`src/rtl/spike_rate_decoder.sv`:
```
// spike_rate_decoder: turns a 1-bit spike train into per-window spike counts
// held in a single-entry valid/ready buffer, and tracks the inter-spike interval.
// Each enabled posedge is one window cycle; the edge that leaves IDLE is cycle 1.
// cyc_r holds the number of cycles already counted in the current window, so the
// edge being processed is cycle cyc_r+1 and the window closes on the edge whose
// cycle index equals the latched length (a window started at edge E closes at E+N-1).
module spike_rate_decoder #(
  parameter int WINDOW_W    = 8,
  parameter int CNT_W       = 8,
  parameter int EDGE_DETECT = 1
) (
  input  logic                clk,
  input  logic                rst_n,
  input  logic                ena,
  input  logic                spike,
  input  logic [WINDOW_W-1:0] window_len,
  output logic [CNT_W-1:0]    rate,
  output logic                rate_sat,
  output logic                rate_valid,
  input  logic                rate_ready,
  output logic                overrun,
  output logic [CNT_W-1:0]    last_isi,
  output logic                isi_valid
);

  localparam logic [CNT_W-1:0]    CNT_MAX  = {CNT_W{1'b1}};
  localparam logic [CNT_W-1:0]    CNT_ZERO = {CNT_W{1'b0}};
  localparam logic [WINDOW_W-1:0] W_ZERO   = {WINDOW_W{1'b0}};
  localparam logic [WINDOW_W-1:0] W_ONE    = {{(WINDOW_W-1){1'b0}}, 1'b1};

  typedef enum logic [0:0] {
    ST_IDLE  = 1'b0,
    ST_COUNT = 1'b1
  } state_t;

  // Saturating increment: never wraps past the all-ones value.
  function automatic logic [CNT_W-1:0] sat_inc(input logic [CNT_W-1:0] v, input logic inc);
    if (inc && (v != CNT_MAX)) begin
      sat_inc = v + {{(CNT_W-1){1'b0}}, 1'b1};
    end else begin
      sat_inc = v;
    end
  endfunction

  state_t              state_r;
  logic                spike_q_r;
  logic [WINDOW_W-1:0] len_r;
  logic [WINDOW_W-1:0] cyc_r;
  logic [CNT_W-1:0]    cnt_r;
  logic                win_sat_r;
  logic [CNT_W-1:0]    rate_r;
  logic                rate_sat_r;
  logic                rate_valid_r;
  logic                overrun_r;
  logic [CNT_W-1:0]    isi_cnt_r;
  logic                seen_r;
  logic [CNT_W-1:0]    last_isi_r;
  logic                isi_valid_r;

  logic                event_s;
  logic [WINDOW_W-1:0] len_eff_s;
  logic [WINDOW_W-1:0] cur_cyc_s;
  logic [WINDOW_W-1:0] cur_len_s;
  logic [CNT_W-1:0]    cur_cnt_s;
  logic                cur_sat_s;
  logic                win_end_s;
  logic [CNT_W-1:0]    final_cnt_s;
  logic                final_sat_s;
  logic                load_s;

  // Event detection, window-cycle bookkeeping and buffer-load decision.
  always_comb begin
    event_s     = 1'b0;
    len_eff_s   = window_len;
    cur_cyc_s   = W_ONE;
    cur_len_s   = W_ONE;
    cur_cnt_s   = CNT_ZERO;
    cur_sat_s   = 1'b0;
    if (EDGE_DETECT != 0) begin
      event_s = spike & ~spike_q_r;
    end else begin
      event_s = spike;
    end
    if (window_len == W_ZERO) begin
      len_eff_s = W_ONE;
    end else begin
      len_eff_s = window_len;
    end
    case (state_r)
      ST_COUNT: begin
        cur_cyc_s = cyc_r + W_ONE;
        cur_len_s = len_r;
        cur_cnt_s = cnt_r;
        cur_sat_s = win_sat_r;
      end
      default: begin
        // Leaving IDLE: this edge is cycle 1 of a fresh window.
        cur_cyc_s = W_ONE;
        cur_len_s = len_eff_s;
        cur_cnt_s = CNT_ZERO;
        cur_sat_s = 1'b0;
      end
    endcase
    win_end_s   = ena & (cur_cyc_s == cur_len_s);
    final_cnt_s = sat_inc(cur_cnt_s, event_s);
    final_sat_s = cur_sat_s | (event_s & (cur_cnt_s == CNT_MAX));
    load_s      = win_end_s & (~rate_valid_r | rate_ready);
  end

  // Spike delay register for edge detection; runs in every state.
  always_ff @(posedge clk or negedge rst_n) begin
    if (!rst_n) begin
      spike_q_r <= 1'b0;
    end else begin
      spike_q_r <= spike;
    end
  end

  // Window FSM: counts events over back-to-back windows, clears when disabled.
  always_ff @(posedge clk or negedge rst_n) begin
    if (!rst_n) begin
      state_r   <= ST_IDLE;
      len_r     <= W_ZERO;
      cyc_r     <= W_ZERO;
      cnt_r     <= CNT_ZERO;
      win_sat_r <= 1'b0;
    end else if (!ena) begin
      state_r   <= ST_IDLE;
      cyc_r     <= W_ZERO;
      cnt_r     <= CNT_ZERO;
      win_sat_r <= 1'b0;
    end else if (win_end_s) begin
      // Next window starts on the following edge; its length is sampled now.
      state_r   <= ST_COUNT;
      len_r     <= len_eff_s;
      cyc_r     <= W_ZERO;
      cnt_r     <= CNT_ZERO;
      win_sat_r <= 1'b0;
    end else begin
      state_r   <= ST_COUNT;
      len_r     <= cur_len_s;
      cyc_r     <= cur_cyc_s;
      cnt_r     <= final_cnt_s;
      win_sat_r <= final_sat_s;
    end
  end

  // Single-entry result buffer with simultaneous consume-and-load.
  always_ff @(posedge clk or negedge rst_n) begin
    if (!rst_n) begin
      rate_r       <= CNT_ZERO;
      rate_sat_r   <= 1'b0;
      rate_valid_r <= 1'b0;
    end else if (load_s) begin
      rate_r       <= final_cnt_s;
      rate_sat_r   <= final_sat_s;
      rate_valid_r <= 1'b1;
    end else if (rate_valid_r && rate_ready) begin
      rate_valid_r <= 1'b0;
    end else begin
      rate_valid_r <= rate_valid_r;
    end
  end

  // Sticky drop flag: set when a result finds the buffer full, cleared by ena low.
  always_ff @(posedge clk or negedge rst_n) begin
    if (!rst_n) begin
      overrun_r <= 1'b0;
    end else if (!ena) begin
      overrun_r <= 1'b0;
    end else if (win_end_s && !load_s) begin
      overrun_r <= 1'b1;
    end else begin
      overrun_r <= overrun_r;
    end
  end

  // Inter-spike interval tracker, measured in enabled edges between events.
  always_ff @(posedge clk or negedge rst_n) begin
    if (!rst_n) begin
      isi_cnt_r   <= CNT_ZERO;
      seen_r      <= 1'b0;
      last_isi_r  <= CNT_ZERO;
      isi_valid_r <= 1'b0;
    end else if (!ena) begin
      isi_cnt_r   <= CNT_ZERO;
      seen_r      <= 1'b0;
      last_isi_r  <= CNT_ZERO;
      isi_valid_r <= 1'b0;
    end else if (event_s) begin
      if (seen_r) begin
        last_isi_r  <= sat_inc(isi_cnt_r, 1'b1);
        isi_valid_r <= 1'b1;
      end else begin
        last_isi_r  <= last_isi_r;
        isi_valid_r <= isi_valid_r;
      end
      isi_cnt_r <= CNT_ZERO;
      seen_r    <= 1'b1;
    end else begin
      isi_cnt_r <= sat_inc(isi_cnt_r, 1'b1);
    end
  end

  assign rate       = rate_r;
  assign rate_sat   = rate_sat_r;
  assign rate_valid = rate_valid_r;
  assign overrun    = overrun_r;
  assign last_isi   = last_isi_r;
  assign isi_valid  = isi_valid_r;

endmodule

```
`config.mk`:
```
export PLATFORM = sky130hd
export DESIGN_NAME = spike_rate_decoder
export DESIGN_NICKNAME = d
export VERILOG_FILES = /design/src/rtl/spike_rate_decoder.sv
export SDC_FILE = /design/constraint.sdc
export NUM_CORES = 1
export LEC_CHECK = 0
export ABC_AREA = 1
export BUFFER_PORTS_ARGS = -buffer_cell sky130_fd_sc_hd__buf_2
export CORE_ASPECT_RATIO = 1.75
export CORE_MARGIN = 3
export CORE_UTILIZATION = 50
export CTS_BUF_LIST = sky130_fd_sc_hd__clkbuf_16
export CTS_CLUSTER_DIAMETER = 120
export CTS_CLUSTER_SIZE = 16
export DETAILED_ROUTE_END_ITERATION = 12
export PLACE_DENSITY = 0.81
export SETUP_SLACK_MARGIN = 0.15
export SLEW_MARGIN = 20
export SYNTH_ARGS = -nofsm -noshare
export SYNTH_HDL_FRONTEND = slang
export SYNTH_SLANG_ARGS = --single-unit
```
`constraint.sdc`:
```
create_clock -name clk -period 2.09 [get_ports clk]
set_input_delay 0.209 -clock clk [delete_from_list [all_inputs] [get_ports clk]]
set_output_delay 0.209 -clock clk [all_outputs]
set_load 0.005 [all_outputs]
```
==> out/results.ini, run 1 <==
[run_status]
outcome=complete, but fails checks
failed_checks=setup timing

[clock_network]
cts_tree=done
clk_pin_slew_worst_paths_ns=0.08
clock_sinks=56
clock_latency_ns=0.30
cts_buffers=5
cts_buffer_depth=2
cts_root_buf=clkbuf_16
htreeDepth=2

[setup_path]
critPathLaunchType=flop
regToRegSetupSlack_ns=-0.01
critical_path_class=reg -> reg
end_kind=flop
path_max_fanout=4
crit_required_ns=2.28
crit_arrival_ns=2.29

[route]
post-route-drc-count=0
num_vias=2904
post_drt_via_cell_ratio=5.617
wl_per_cell_um=17.93
drt-total-wl_um=9268
first_pass_iters=5
antenna_left=0
drtIter0Drc=201

[synthesis]
synth_top_family_by_area=simple AND/OR/NAND/NOR gates
synth.ff_latch_count=56
synth.largest_area_cell=dfrtp_1
synthDistinctLibCells=29
syn_avg_cell_area_um2=7.739
synth_simple_gate_area_share_pct=32.17
synth_area_leaders=dfrtp_1 (47%), nand2_1 (13%), nand3_1 (7.6%)
yosys_warnings=0
syn-instance-count=383
synth_compound_area_share_pct=6.543
synthXorXnorAreaFrac_pct=3.250
yosysSeqAreaShare_pct=47.28
synthAdderAreaFrac_pct=1.266
synthMuxAreaShare_pct=0.6754
synth_area_um2=2964
synth_top_area_share_pct=47.28
syn-num-nets=399

[hold_path]
hold_path.class=in -> reg

[global_route]
grt_pass1_vias=2754
grt_max_degree=57
globalRouteMet1Util_pct=25.53
grt_pass1_wl_um=12790
antenna_found_initial=0
grt_overflow_total=0
busiest_layer=met2
track_usage_pct=23.96
grtUsageMet3_pct=2.926
met2_usage_pct=45.15

[floorplan]
die_area_um2=6924
core_um2=5675
initial_utilization_pct=52.23
io_pins=33
die_h_um=107.9
die_x_um=64.20
row_count=36

[pwr]
leakage_uw=0.001993
cellPowerDensity_nw_per_um2=617.8
finalPower_uw=2444
ir_drop_uv=588.2

[timing]
clock_skew_ns=0.005829
rsz0062_at_grt=true
setup_viol=1
min_period_ns=2.101
worst_pin_slew_ns=0.7061
final_hold_viol_count=0
period_share_pct=100.5
setup_ws_ns=-0.01089
drv_slew=0
fmax_ghz=0.4760
setup_tns_ns=-0.01089
slew_headroom_pct=52.93

[finish]
fillCellCount=431
drive_gt1_share_pct=34.69
utilization_pct=69.71
final_area_um2=3956
final_cells=517
syn_to_final_growth_pct=33.47
nets=456
n_antenna_cell=0

[place]
dp_cells=488
dpl.hpwl_um=4820
placed_area_um2=3223
io_buffers=32
globalplace.congestion=0.9268

[flow_run]
maxCapViolCount=0

[flip-flops by register name (all words and copies together) (netlist names)]
| register | count |
|---|---|
| state_r | 1 |
| isi_valid | 1 |
| rate_sat | 1 |
| spike_q_r | 1 |
| seen_r | 1 |
| rate | 8 |
| overrun | 1 |
| last_isi | 8 |
| isi_cnt_r | 8 |
| len_r | 8 |
| win_sat_r | 1 |
| cyc_r | 8 |
| rate_valid | 1 |
| cnt_r | 8 |
[metrics by stage]
stage	hold slack [ns]	setup WS, ns
floorplan	-0.08659	0.1831
global placement	0.3309	0.1083
detailed placement	0.3380	-0.003152
CTS	0.02886	0.1556
global route	0.03358	-0.1005
finish	0.02652	-0.01089
[final cells by class]
cell class | instances | area (um2) | share of cell area [%]
clock inverters | 3 | 27.53 | 0.6958
clock buffers | 5 | 125.1 | 3.163
repair buffers | 61 | 484.2 | 12.24
flip-flops and latches | 56 | 1403 | 35.45
multi-input cells | 270 | 1642 | 41.49
inverters | 46 | 180.2 | 4.554
well taps | 76 | 95.09 | 2.404
[cells in the final DEF, fill, tap and decap left out, types with 7 or more instances in the layout]
| cell | synthesis | final |
|---|---|---|
| nor2_1 | 46 | 38 |
| inv_1 | 43 | 39 |
| nand2_2 | 11 | 22 |
| buf_6 | 3 | 7 |
| nand3_1 | 45 | 31 |
| o21ai_2 | 0 | 7 |
| dfrtp_1 | 56 | 55 |
| buf_2 | 2 | 33 |
| nand2_1 | 100 | 83 |
| o21ai_0 | 15 | 12 |
| nand3_2 | 1 | 14 |
| buf_4 | 5 | 16 |
| o21ai_1 | 13 | 9 |
[cells in the mapped netlist, drive strengths merged]
cell type,number
a21boi,1
a21oi,4
buf,10
clkbuf,2
dfrtp,56
ha,3
inv,46
mux2i,2
nand2,113
nand3,46
nand4,6
nor2,50
nor3,1
o21a,1
o21ai,28
o21bai,2
or2,1
xnor2,4
xor2,7
[logic make-up after synthesis]
| kind of cell | Yosys count |
|---|---|
| and+or+nand+nor | 217 |
| AOI/OAI and AO/OA | 36 |
| muxes | 2 |
| buffers and inverters | 58 |
| adders and majority gates | 3 |
| DFF | 56 |
| xor gates and xnor gates | 11 |
[critical path, cell delays in order (launching register included)]
cell     delay, ns
dfrtp_1       0.42
ha_4          0.26
nand2_4       0.08
nor2_2        0.04
nor2_1        0.11
nand2_1       0.10
nor2_2        0.15
nand3_2       0.11
nor2_4        0.15
buf_6         0.16
buf_4         0.12
nand3_1       0.11
nand3_1       0.13
nand2_1       0.05
[final timing paths]
kind	start	to	cells after the start
max in group asynchronous	rst_n	state_r$_DFF_PN0_	2
min in group asynchronous	rst_n	rate[0]$_DFFE_PN0P_	2
worst min-delay path	spike	spike_q_r$_DFF_PN0_	1
worst min register to register	len_r[6]$_DFFE_PN0P_	len_r[6]$_DFFE_PN0P_	2
worst max-delay path	cyc_r[1]$_DFF_PN0_	len_r[2]$_DFFE_PN0P_	13
worst max register to register	cyc_r[1]$_DFF_PN0_	len_r[2]$_DFFE_PN0P_	13
[routing by layer]
layer / vias to the layer above / wire (um) / share of wire [%]
met2: 143 / 5113 / 55
met3: 50 / 503 / 5.4
met5: - / 0 / 0
met1: 1393 / 3071 / 33
met4: 0 / 580 / 6.3
li1: 1318 / - / -
[report_power, final]
part           switching [uW]  internal, uW  leakage, uW  total, uW
combinational             245           153      0.00116        398
sequential               38.7          1130     0.000757       1170
clock                     424           456    0.0000719        880
[timing repair]
action / in CTS / in global routing
gates resized for setup: 34 / 58
pin swaps: 14 / 32
setup endpoints to repair: 34 / 43
hold buffers: 0 / 0
gates cloned: 2 / 3
buffers inserted: 12 / 4
Power figures use the tool's default switching activity.
==> inputs of run 2 (changes only) <==
ABC_AREA = 0   (was 1)
GPL_ROUTABILITY_DRIVEN = 0   (was default)
PLACE_DENSITY = 0.79   (was 0.81)
clock period = 2.3 ns   (was 2.09 ns; I/O delays follow)
==> out/results.ini, run 2 <==
[run_status]
outcome=complete, but fails checks
failed_checks=setup timing

[route]
post-route-drc-count=0  ; unchanged
num_vias=2106  ; -27%
first_pass_iters=4  ; -1
post_drt_via_cell_ratio=5.692  ; +1.3%
drtIter0Drc=75  ; -63%
drt-total-wl_um=6302  ; -32%
wl_per_cell_um=17.03  ; -5.0%
antenna_left=0  ; unchanged

[synthesis]
synth_flop_cell=dfrtp_1
synth_area_um2=2680  ; -9.6%
post-synth-top-count-cell=dfrtp_1
synthDistinctLibCells=42  ; +45%
synth.ff_latch_count=56  ; unchanged
synth.largest_area_cell=dfrtp_1
ys_top_cells_by_count=dfrtp_1 (56), nor2_1 (42), nand2_1 (18)
yosysSeqAreaShare_pct=52.29  ; +5.0 points
syn-num-nets=268  ; -33%
synth_top_area_share_pct=52.29  ; +5.0 points
syn-instance-count=252  ; -34%
synth_edf_count=0  ; unchanged
yosys_warnings=0  ; unchanged
synth_area_leaders=dfrtp_1 (52%), nor2_1 (5.9%), mux2i_1 (4.1%)
synthArstFlopShare_pct=100.0  ; unchanged
syn_avg_cell_area_um2=10.64  ; +37%

[place]
dpl.hpwl_um=4274  ; -11%
post-place-ws_ns=-0.06305  ; -0.05989 ns
io_buffers=32  ; unchanged

[clock_network]
cts_buffer_depth=2  ; unchanged
cts_root_buf=clkbuf_16
cts_buffers=5  ; unchanged
cts_tree=done
clk_pin_slew_worst_paths_ns=0.07  ; about the same
clock_latency_ns=0.29  ; about the same
clock_sinks=56  ; unchanged
htreeDepth=2  ; unchanged

[timing]
min_period_ns=2.317  ; +0.2158 ns
setup_ws_ns=-0.01669  ; -0.005801 ns
clock_skew_ns=0.007479  ; +0.001650 ns
final_hold_viol_count=0  ; unchanged
rsz0062_at_grt=true
fmax_ghz=0.4317  ; -9.3%
drv_slew=0  ; unchanged
setup_viol=3  ; +2
worst_pin_slew_ns=0.4734  ; -0.2327 ns
worst_hold_slack_ns=0.07169  ; +0.04517 ns
period_share_pct=100.7  ; +0.20 points
slew_headroom_pct=68.40  ; +15 points

[pwr]
cellPowerDensity_nw_per_um2=627.9  ; +1.6%
leakage_uw=0.001638  ; -18%
ir_drop_uv=583.9  ; -0.73%

[hold_path]
min_from=spike
hold_path.class=in -> reg

[floorplan]
die_x_um=61.35  ; -4.4%
io_pins=33  ; unchanged
core_um2=5062  ; -11%
row_count=34  ; -5.6%
die_h_um=102.9  ; -4.6%
initial_utilization_pct=52.94  ; +0.71 points
die_area_um2=6309  ; -8.9%

[global_route]
track_usage_pct=22.52  ; -1.4 points
grt_pass1_vias=2179  ; -21%
antenna_found_initial=0  ; unchanged
grt_overflow_total=0  ; unchanged
grt_max_degree=25  ; -56%
grt_pass1_wl_um=10490  ; -18%

[setup_path]
critPathLaunchType=flop
end_kind=flop
path_max_fanout=5  ; +1
crit-reg2reg-launch=cyc_r[0]$_DFF_PN0_
critical_path_class=reg -> reg
crit_arrival_ns=2.49  ; +0.20 ns
critPathLaunch=cyc_r[0]$_DFF_PN0_
crit_required_ns=2.48  ; +0.20 ns

[finish]
layout_commonest_cell=dfrtp_1
fillCellCount=333  ; -23%
final_cell_mix=dfrtp_1 (55), nor2_1 (40), buf_2 (32), buf_4 (23), nand2_1 (17)
n_antenna_cell=0  ; unchanged
final-seq-area_um2=1403  ; unchanged
drive_gt1_share_pct=32.59  ; -2.1 points
multiInputGateArea_um2=1380  ; -16%
nets=331  ; -27%
syn_to_final_growth_pct=30.21

[flow_run]
maxCapViolCount=0  ; unchanged

run 2: cell types whose count changed in the layout (fill, tap and decap cells not counted), sizes merged, moves of 4 or more:
cell | previous run | this run
mux2i | 2 | 11
inv | 47 | 14
nand3 | 46 | 9
xnor2 | 4 | 9
o21ai | 28 | 2
a21oi | 4 | 8
mux2 | 0 | 10
nand2 | 114 | 18
a211oi | 0 | 4
xor2 | 7 | 11
nor2 | 50 | 42
and2 | 0 | 4
nor4 | 0 | 4
nor3 | 1 | 9
run 2: kinds of logic (layout without fill, tap and decap cells):
kind of cell	count (synthesis)	in the layout	share of synthesized area, %
buffers and inverters	20	84	3.081
adders and majority gates	3	3	1.401
muxes	21	21	8.310
and+or+nand+nor	100	100	17.32
DFF	56	56	52.29
AOI/OAI and AO/OA	29	29	8.544
xor gates and xnor gates	23	23	9.057
run 2: what timing repair did:
action                                 4_1_cts  5_1_grt
pin swaps                                    1        3
endpoints found under the hold margin        8        0
setup endpoints to repair                   35       36
setup buffers                                1        0
gates resized for setup                     18       16
hold buffers                                 1        0
run 2: path summary, 6_finish.rpt:
check / endpoint / cells after the start / slack (ns)
hold / removal: spike_q_r$_DFF_PN0_ / 1 / 0.07
max in group asynchronous: cyc_r[3]$_DFF_PN0_ / 3 / 1.41
setup reg to reg: rate[7]$_DFFE_PN0P_ / 9 / -0.02
setup / recovery: rate[7]$_DFFE_PN0P_ / 9 / -0.02
hold reg to reg: isi_valid$_DFFE_PN0P_ / 2 / 0.49
min in group asynchronous: rate[0]$_DFFE_PN0P_ / 2 / 0.31
run 2: per-stage QoR:
step,instance area [um2],power (uW),setup TNS [ns],util [%],instances
3_3_place_gp,3143,1381,0,62.09,360
6_report,3490,2191,-0.04139,68.93,370
2_1_floorplan,2713,1258,0,-,252
3_5_place_dp,3143,1391,-0.3460,62.09,360
5_1_grt,3490,2292,-1.982,68.93,370
4_1_cts,3401,2184,0,67.18,370
run 2: power breakdown:
part / leakage [uW] / switching, uW / internal [uW]
Sequential: 0.000728 / 48.2 / 1050
Combinational: 0.000836 / 172 / 164
Clock: 0.0000742 / 350 / 408
Total: 0.00164 / 570 / 1620
run 2: worst max-delay path, cell delays in order, from the launching register on:
cell     delay (ns)
dfrtp_1        0.39
buf_4          0.15
nand3_1        0.15
buf_6          0.19
nor2_2         0.12
xnor3_1        0.28
a31oi_2        0.37
nor4_4         0.08
buf_4          0.18
mux2_4         0.29
run 2: area by class of cell:
type | instances | share of cell area [%]
sequential | 56 | 40.19
multi-input combinational | 176 | 39.55
timing repair buffer | 63 | 12.69
clock buffer | 5 | 3.586
tap | 54 | 1.936
inverter | 13 | 1.398
clock inverter | 3 | 0.6454
run 2: layer usage:
layer	share of wire, %	global-route usage (%)	vias up
met2	55	38.50	48
met3	3.8	3.258	8
met1	39	26.80	1052
li1	-	-	998
met5	0	0	-
met4	2.2	11.27	0
